[src/rtl/periferic_pkg.sv]
// Shared types and frame geometry for the serial DAC peripheral.
package periferic_pkg;

  localparam int DAC_ADDR_W     = 3;
  localparam int DAC_DATA_W     = 8;
  localparam int DAC_FRAME_BITS = DAC_ADDR_W + DAC_DATA_W;

  typedef enum logic [1:0] {
    ST_IDLE  = 2'd0,
    ST_LATCH = 2'd1,
    ST_SHIFT = 2'd2,
    ST_LOAD  = 2'd3
  } dac_state_t;

  function automatic logic [DAC_FRAME_BITS-1:0] dac_frame(
    input logic [DAC_ADDR_W-1:0] addr,
    input logic [DAC_DATA_W-1:0] data
  );
    return {addr, data};
  endfunction

endpackage

[src/rtl/periferic_dac_bit_timer.sv]
// Phase timer for the DAC serial clock: counts CLK_DIV cycles per phase and
// toggles the phase bit at every phase boundary.
module dac_bit_timer #(
  parameter  int CLK_DIV = 79,
  localparam int CNT_W   = (CLK_DIV > 1) ? $clog2(CLK_DIV) : 1
) (
  input  logic             clk,
  input  logic             reset,
  input  logic             restart,
  output logic             half_tick,
  output logic             phase,
  output logic [CNT_W-1:0] count
);

  localparam logic [CNT_W-1:0] TICK_CNT = CNT_W'(CLK_DIV - 1);

  logic             phase_r;
  logic [CNT_W-1:0] count_r;

  assign half_tick = (count_r == TICK_CNT);
  assign phase     = phase_r;
  assign count     = count_r;

  // Counter restarts at each phase boundary so bit periods never drift.
  always_ff @(posedge clk) begin
    if (reset || restart) begin
      count_r <= '0;
      phase_r <= 1'b0;
    end else if (half_tick) begin
      count_r <= '0;
      phase_r <= ~phase_r;
    end else begin
      count_r <= count_r + CNT_W'(1);
    end
  end

endmodule

[src/rtl/periferic_dac.sv]
// Round-robin refresh of an 8-channel serial DAC: 3-bit address + 8 data bits,
// MSB first, committed by an active-low load strobe.
module periferic_dac #(
  parameter int CLK_DIV    = 79,
  parameter int N_CHANNELS = 8
) (
  input  logic        clk,
  input  logic        reset,
  input  logic        enable,
  input  logic [31:0] data_input,
  input  logic [7:0]  data_channel0,
  input  logic [7:0]  data_channel1,
  input  logic [7:0]  data_channel2,
  input  logic [7:0]  data_channel3,
  input  logic [7:0]  data_channel4,
  input  logic [7:0]  data_channel5,
  input  logic [7:0]  data_channel6,
  input  logic [7:0]  data_channel7,
  output logic        dac_sclk,
  output logic        dac_sdata,
  output logic        dac_load_n,
  output logic [2:0]  current_channel,
  output logic        busy,
  output logic        frame_done
);
  import periferic_pkg::*;

  localparam int CNT_W = (CLK_DIV > 1) ? $clog2(CLK_DIV) : 1;
  localparam logic             LAST_PH  = (CLK_DIV == 1) ? 1'b0 : 1'b1;
  localparam logic [CNT_W-1:0] LAST_CNT = CNT_W'((CLK_DIV == 1) ? 0 : CLK_DIV - 2);
  localparam logic [3:0]       LAST_BIT = 4'(DAC_FRAME_BITS - 1);
  localparam logic [2:0]       LAST_CH  = 3'(N_CHANNELS - 1);

  dac_state_t                state_r, state_nxt_s;
  logic                      enable_dac_r;
  logic [DAC_FRAME_BITS-1:0] shift_r;
  logic [3:0]                bit_cnt_r;
  logic [2:0]                channel_r;
  logic                      sclk_r, load_n_r, busy_r, frame_done_r;
  logic [7:0]                chan_data_s;
  logic                      restart_s, half_tick_s, phase_s, phase_nxt_s;
  logic                      period_end_s, pre_last_s;
  logic [CNT_W-1:0]          count_s;
  logic                      unused_s;

  assign unused_s = ^data_input[31:1];

  dac_bit_timer #(.CLK_DIV(CLK_DIV)) u_timer (
    .clk       (clk),
    .reset     (reset),
    .restart   (restart_s),
    .half_tick (half_tick_s),
    .phase     (phase_s),
    .count     (count_s)
  );

  assign restart_s    = (state_r == ST_IDLE) || (state_r == ST_LATCH);
  assign period_end_s = half_tick_s && phase_s;
  // Flags the cycle before the final LOAD cycle so frame_done can be registered.
  assign pre_last_s   = (state_r == ST_LOAD) && (phase_s == LAST_PH) && (count_s == LAST_CNT);

  always_comb begin
    chan_data_s = 8'h00;
    case (channel_r)
      3'd0:    chan_data_s = data_channel0;
      3'd1:    chan_data_s = data_channel1;
      3'd2:    chan_data_s = data_channel2;
      3'd3:    chan_data_s = data_channel3;
      3'd4:    chan_data_s = data_channel4;
      3'd5:    chan_data_s = data_channel5;
      3'd6:    chan_data_s = data_channel6;
      3'd7:    chan_data_s = data_channel7;
      default: chan_data_s = 8'h00;
    endcase
  end

  always_comb begin
    state_nxt_s = state_r;
    phase_nxt_s = phase_s;
    if (restart_s) begin
      phase_nxt_s = 1'b0;
    end else if (half_tick_s) begin
      phase_nxt_s = ~phase_s;
    end else begin
      phase_nxt_s = phase_s;
    end
    case (state_r)
      ST_IDLE:  state_nxt_s = enable_dac_r ? ST_LATCH : ST_IDLE;
      ST_LATCH: state_nxt_s = ST_SHIFT;
      ST_SHIFT: begin
        if (period_end_s && (bit_cnt_r == 4'd0)) begin
          state_nxt_s = ST_LOAD;
        end else begin
          state_nxt_s = ST_SHIFT;
        end
      end
      ST_LOAD: begin
        if (frame_done_r) begin
          state_nxt_s = enable_dac_r ? ST_LATCH : ST_IDLE;
        end else begin
          state_nxt_s = ST_LOAD;
        end
      end
      default: state_nxt_s = ST_IDLE;
    endcase
  end

  // Outputs are registered from next-state values so they line up with the state.
  always_ff @(posedge clk) begin
    if (reset) begin
      state_r      <= ST_IDLE;
      enable_dac_r <= 1'b0;
      shift_r      <= '0;
      bit_cnt_r    <= 4'd0;
      channel_r    <= 3'd0;
      sclk_r       <= 1'b0;
      load_n_r     <= 1'b1;
      busy_r       <= 1'b0;
      frame_done_r <= 1'b0;
    end else begin
      state_r      <= state_nxt_s;
      sclk_r       <= (state_nxt_s == ST_SHIFT) && phase_nxt_s;
      load_n_r     <= (state_nxt_s != ST_LOAD);
      busy_r       <= (state_nxt_s != ST_IDLE);
      frame_done_r <= pre_last_s;
      if (enable) begin
        enable_dac_r <= data_input[0];
      end
      case (state_r)
        ST_LATCH: begin
          shift_r   <= dac_frame(channel_r, chan_data_s);
          bit_cnt_r <= LAST_BIT;
        end
        ST_SHIFT: begin
          if (period_end_s) begin
            shift_r <= {shift_r[DAC_FRAME_BITS-2:0], 1'b0};
            if (bit_cnt_r != 4'd0) begin
              bit_cnt_r <= bit_cnt_r - 4'd1;
            end
          end
        end
        default: ;
      endcase
      if (frame_done_r) begin
        channel_r <= (channel_r == LAST_CH) ? 3'd0 : channel_r + 3'd1;
      end
    end
  end

  assign dac_sclk        = sclk_r;
  assign dac_sdata       = shift_r[DAC_FRAME_BITS-1];
  assign dac_load_n      = load_n_r;
  assign current_channel = channel_r;
  assign busy            = busy_r;
  assign frame_done      = frame_done_r;

endmodule

[config.mk]
export PLATFORM = sky130hd
export DESIGN_NAME = periferic_dac
export DESIGN_NICKNAME = d
export VERILOG_FILES = /design/src/rtl/periferic_pkg.sv /design/src/rtl/periferic_dac_bit_timer.sv /design/src/rtl/periferic_dac.sv
export SDC_FILE = /design/constraint.sdc
export NUM_CORES = 1
export LEC_CHECK = 0
export CAP_MARGIN = 15
export CORE_ASPECT_RATIO = 1.5
export CORE_MARGIN = 5
export CORE_UTILIZATION = 25
export CTS_BUF_LIST = sky130_fd_sc_hd__clkbuf_4 sky130_fd_sc_hd__clkbuf_8
export DETAILED_ROUTE_END_ITERATION = 10
export GPL_TIMING_DRIVEN = 0
export PLACE_DENSITY_LB_ADDON = 0.15
export SYNTH_ARGS = -nofsm -noshare
export SYNTH_HDL_FRONTEND = slang
export SYNTH_SLANG_ARGS = --single-unit
[constraint.sdc]
create_clock -name clk -period 3.5 [get_ports clk]
set_input_delay 0.525 -clock clk [delete_from_list [all_inputs] [get_ports clk]]
set_output_delay 0.525 -clock clk [all_outputs]
set_load 0.005 [all_outputs]
==> results.cfg <==
[floorplanning]
die-area_um2 = 10200
initial_core_util = 0.256
rows = 40
core_area_um2 = 8010
fp.dieW_um = 84.0
fp.dieH_um = 121
ioPinCount = 107

[worst_hold_path]
min_path_type = reg -> reg
hold_depth = 2
hold_path_end = frame_done
hp-start = u_timer.phase

[routing]
vias = 2047
dr.pass1.iters = 4
route.detailed.wl_per_inst_um = 15.5
dr_wl_met3_um = 393
drt-initial-drc-count = 79
ant_nets = 0
vias_per_cell = 4.74
wirelength_met1_mm = 2.83
drc = 0
wl_met2_mm = 3.39
drt_wl_total_mm = 6.68
highest_layer = met4

[timing]
worst_pin_slew_ps = 627
fin_crit_ps = 2800
fin_setup_tns_ps = 0
timing.fmax_mhz = 357
timing.final.crit_share = 0.799
setup_ws_ps = 702
slew_headroom = 0.579
drv_slew = 0
skew_ps = 13.7
finalSetupViolCount = 0
rsz0062_at_grt = false
hold_violations = 0

[synthesis]
synth_edf_count = 0
synthCells = 245
ys.flop_type = dfxtp_1
ys_seq_area_frac = 0.322
yosysTopAreaCell = dfxtp_1
synth_area_um2 = 2050
synth.most_common_cell = dfxtp_1
yosys_warnings = 0
ys_top_cells_by_count = dfxtp_1, nor2_1, a21oi_1
avgSynthCellArea_um2 = 8.38
syn-num-nets = 355
synth.top_cell.area_share = 0.322
ys_ff_latch = 33
synth.area.top_cells = dfxtp_1, ha_1, a21oi_1, nor2_1, mux2_2
async_flop_share = 0
synthDistinctLibCells = 48

[layout]
multi_input_area_um2 = 1270
layout.area.seq_um2 = 661
area_growth_pct = 48.1
diodes = 0
fillCellCount = 845
nets = 436
drive_above_1_share = 0.0979

[cts]
cts_resized = 0
cts_made_buffers = 5
cts_sinks = 33
clk_pin_slew_worst_paths_ps = 80
cts_root_buf = clkbuf_8
htreeDepth = 2
postCtsSetupRepairBufs = 0
hold_buffers = 0
clock_latency_ps = 290
clockBufferDepth = 2
cts_tree = built

[global_route]
overflow = 0
grt_pass1_wl_mm = 11.0
grt_max_degree = 13
antenna_found_initial = 0
grt_pass1_vias = 2117
gr-usage-all-layers = 0.135

[setup_path]
cp-end-kind = flip-flop
crit_arrival_ps = 3000
critical_path_class = reg -> reg
worstPathRequired_ps = 3710
crit_fanout = 10
crit_path_start_kind = flip-flop
reg2reg_depth = 9
rr_startpoint = current_channel[2]
reg2reg_to = shift_r[1]
r2r_slack_ps = 700

[pwr]
p_leak_nw = 1.11
cellPowerDensity_nw_per_um2 = 340
ir_drop_mv = 0.210

[placement]
pre_cts_slack_ps = 673
io_buffers = 74
gp_congestion = 0.768
dp_hpwl_mm = 5.40

[run_status]
outcome = completed

[flow_run]
cap_violations = 0
-- per-stage QoR --
stage / instances / hold slack, ps / instance area [µm²] / utilization / power [W]
2_1_floorplan: 245 / 437 / 2050 / - / 0.000558
3_5_place_dp: 424 / 456 / 2930 / 0.365 / 0.000685
5_1_grt: 432 / 480 / 3040 / 0.380 / 0.00109
6_report: 432 / 453 / 3040 / 0.380 / 0.00103
3_3_place_gp: 424 / 446 / 2930 / 0.365 / 0.000682
4_1_cts: 432 / 455 / 3040 / 0.380 / 0.00105
-- layer usage --
layer / vias up / global-route usage
li1: 1052 / -
met1: 923 / 0.153
met2: 67 / 0.247
met3: 5 / 0.0374
met4: 0 / 0.0332
met5: - / 0
-- sequential cells by signal (all words and copies together), names as in the netlist --
name             cells
frame_done           1
shift_r             11
u_timer.count        7
bit_cnt_r            4
u_timer.phase        1
current_channel      3
enable_dac_r         1
state_r              2
dac_load_n           1
busy                 1
dac_sclk             1
-- power by group --
part | internal [W] | switching [W] | total, W
Combinational | 0.000136 | 0.000116 | 0.000251
Clock | 0.000213 | 0.000145 | 0.000358
Sequential | 0.000404 | 0.0000194 | 0.000423
-- cell families after synthesis --
kind of cell,Yosys count,share of synthesized area
AND/OR/NAND/NOR,88,0.215
AO/OA/AOI/OAI,65,0.237
flip-flops,33,0.322
buffers and inverters,28,0.0615
multiplexers,13,0.0676
adder cells (fa/ha/maj),11,0.0670
XOR/XNOR,7,0.0299
-- worst max path at each step --
stage                       startpoint         end  slack, ps  cells past startpoint
floorplan           current_channel[2]  shift_r[1]       1220                      9
global placement    current_channel[2]  shift_r[1]        680                      9
detailed placement  current_channel[2]  shift_r[1]        670                      9
CTS                 current_channel[2]  shift_r[1]        630                      9
global route        current_channel[2]  shift_r[1]        460                      9
finish              current_channel[2]  shift_r[1]        700                      9
-- worst max-delay path, cell delays in order, from the launching register on --
cell and delay, ps:
dfxtp_1 360, buf_2 200, clkbuf_1 380, inv_1 130, ha_1 230, buf_6 140, nor4_4 610, a22oi_1 200
a31o_1 270, a211oi_2 200
-- cell usage in the layout, fill, tap and decap left out, drive strengths merged, types with 8 or more instances in the layout --
| master | netlist | layout |
|---|---|---|
| clkdlybuf4s50 | 0 | 74 |
| inv | 12 | 12 |
| nor2 | 27 | 27 |
| clkbuf | 8 | 13 |
| nand2 | 18 | 18 |
| a21oi | 23 | 23 |
| ha | 11 | 11 |
| nand3 | 9 | 9 |
| dfxtp | 33 | 33 |
| buf | 8 | 8 |
-- layout make-up --
class / count / area share
buffer: 16 / 0.0267
clock buffer: 5 / 0.0226
clock inverter: 3 / 0.0152
inverter: 12 / 0.0148
multi-input combinational: 184 / 0.416
sequential: 33 / 0.217
tap: 105 / 0.0432
timing repair buffer: 74 / 0.244
Power figures use the tool's default switching activity.
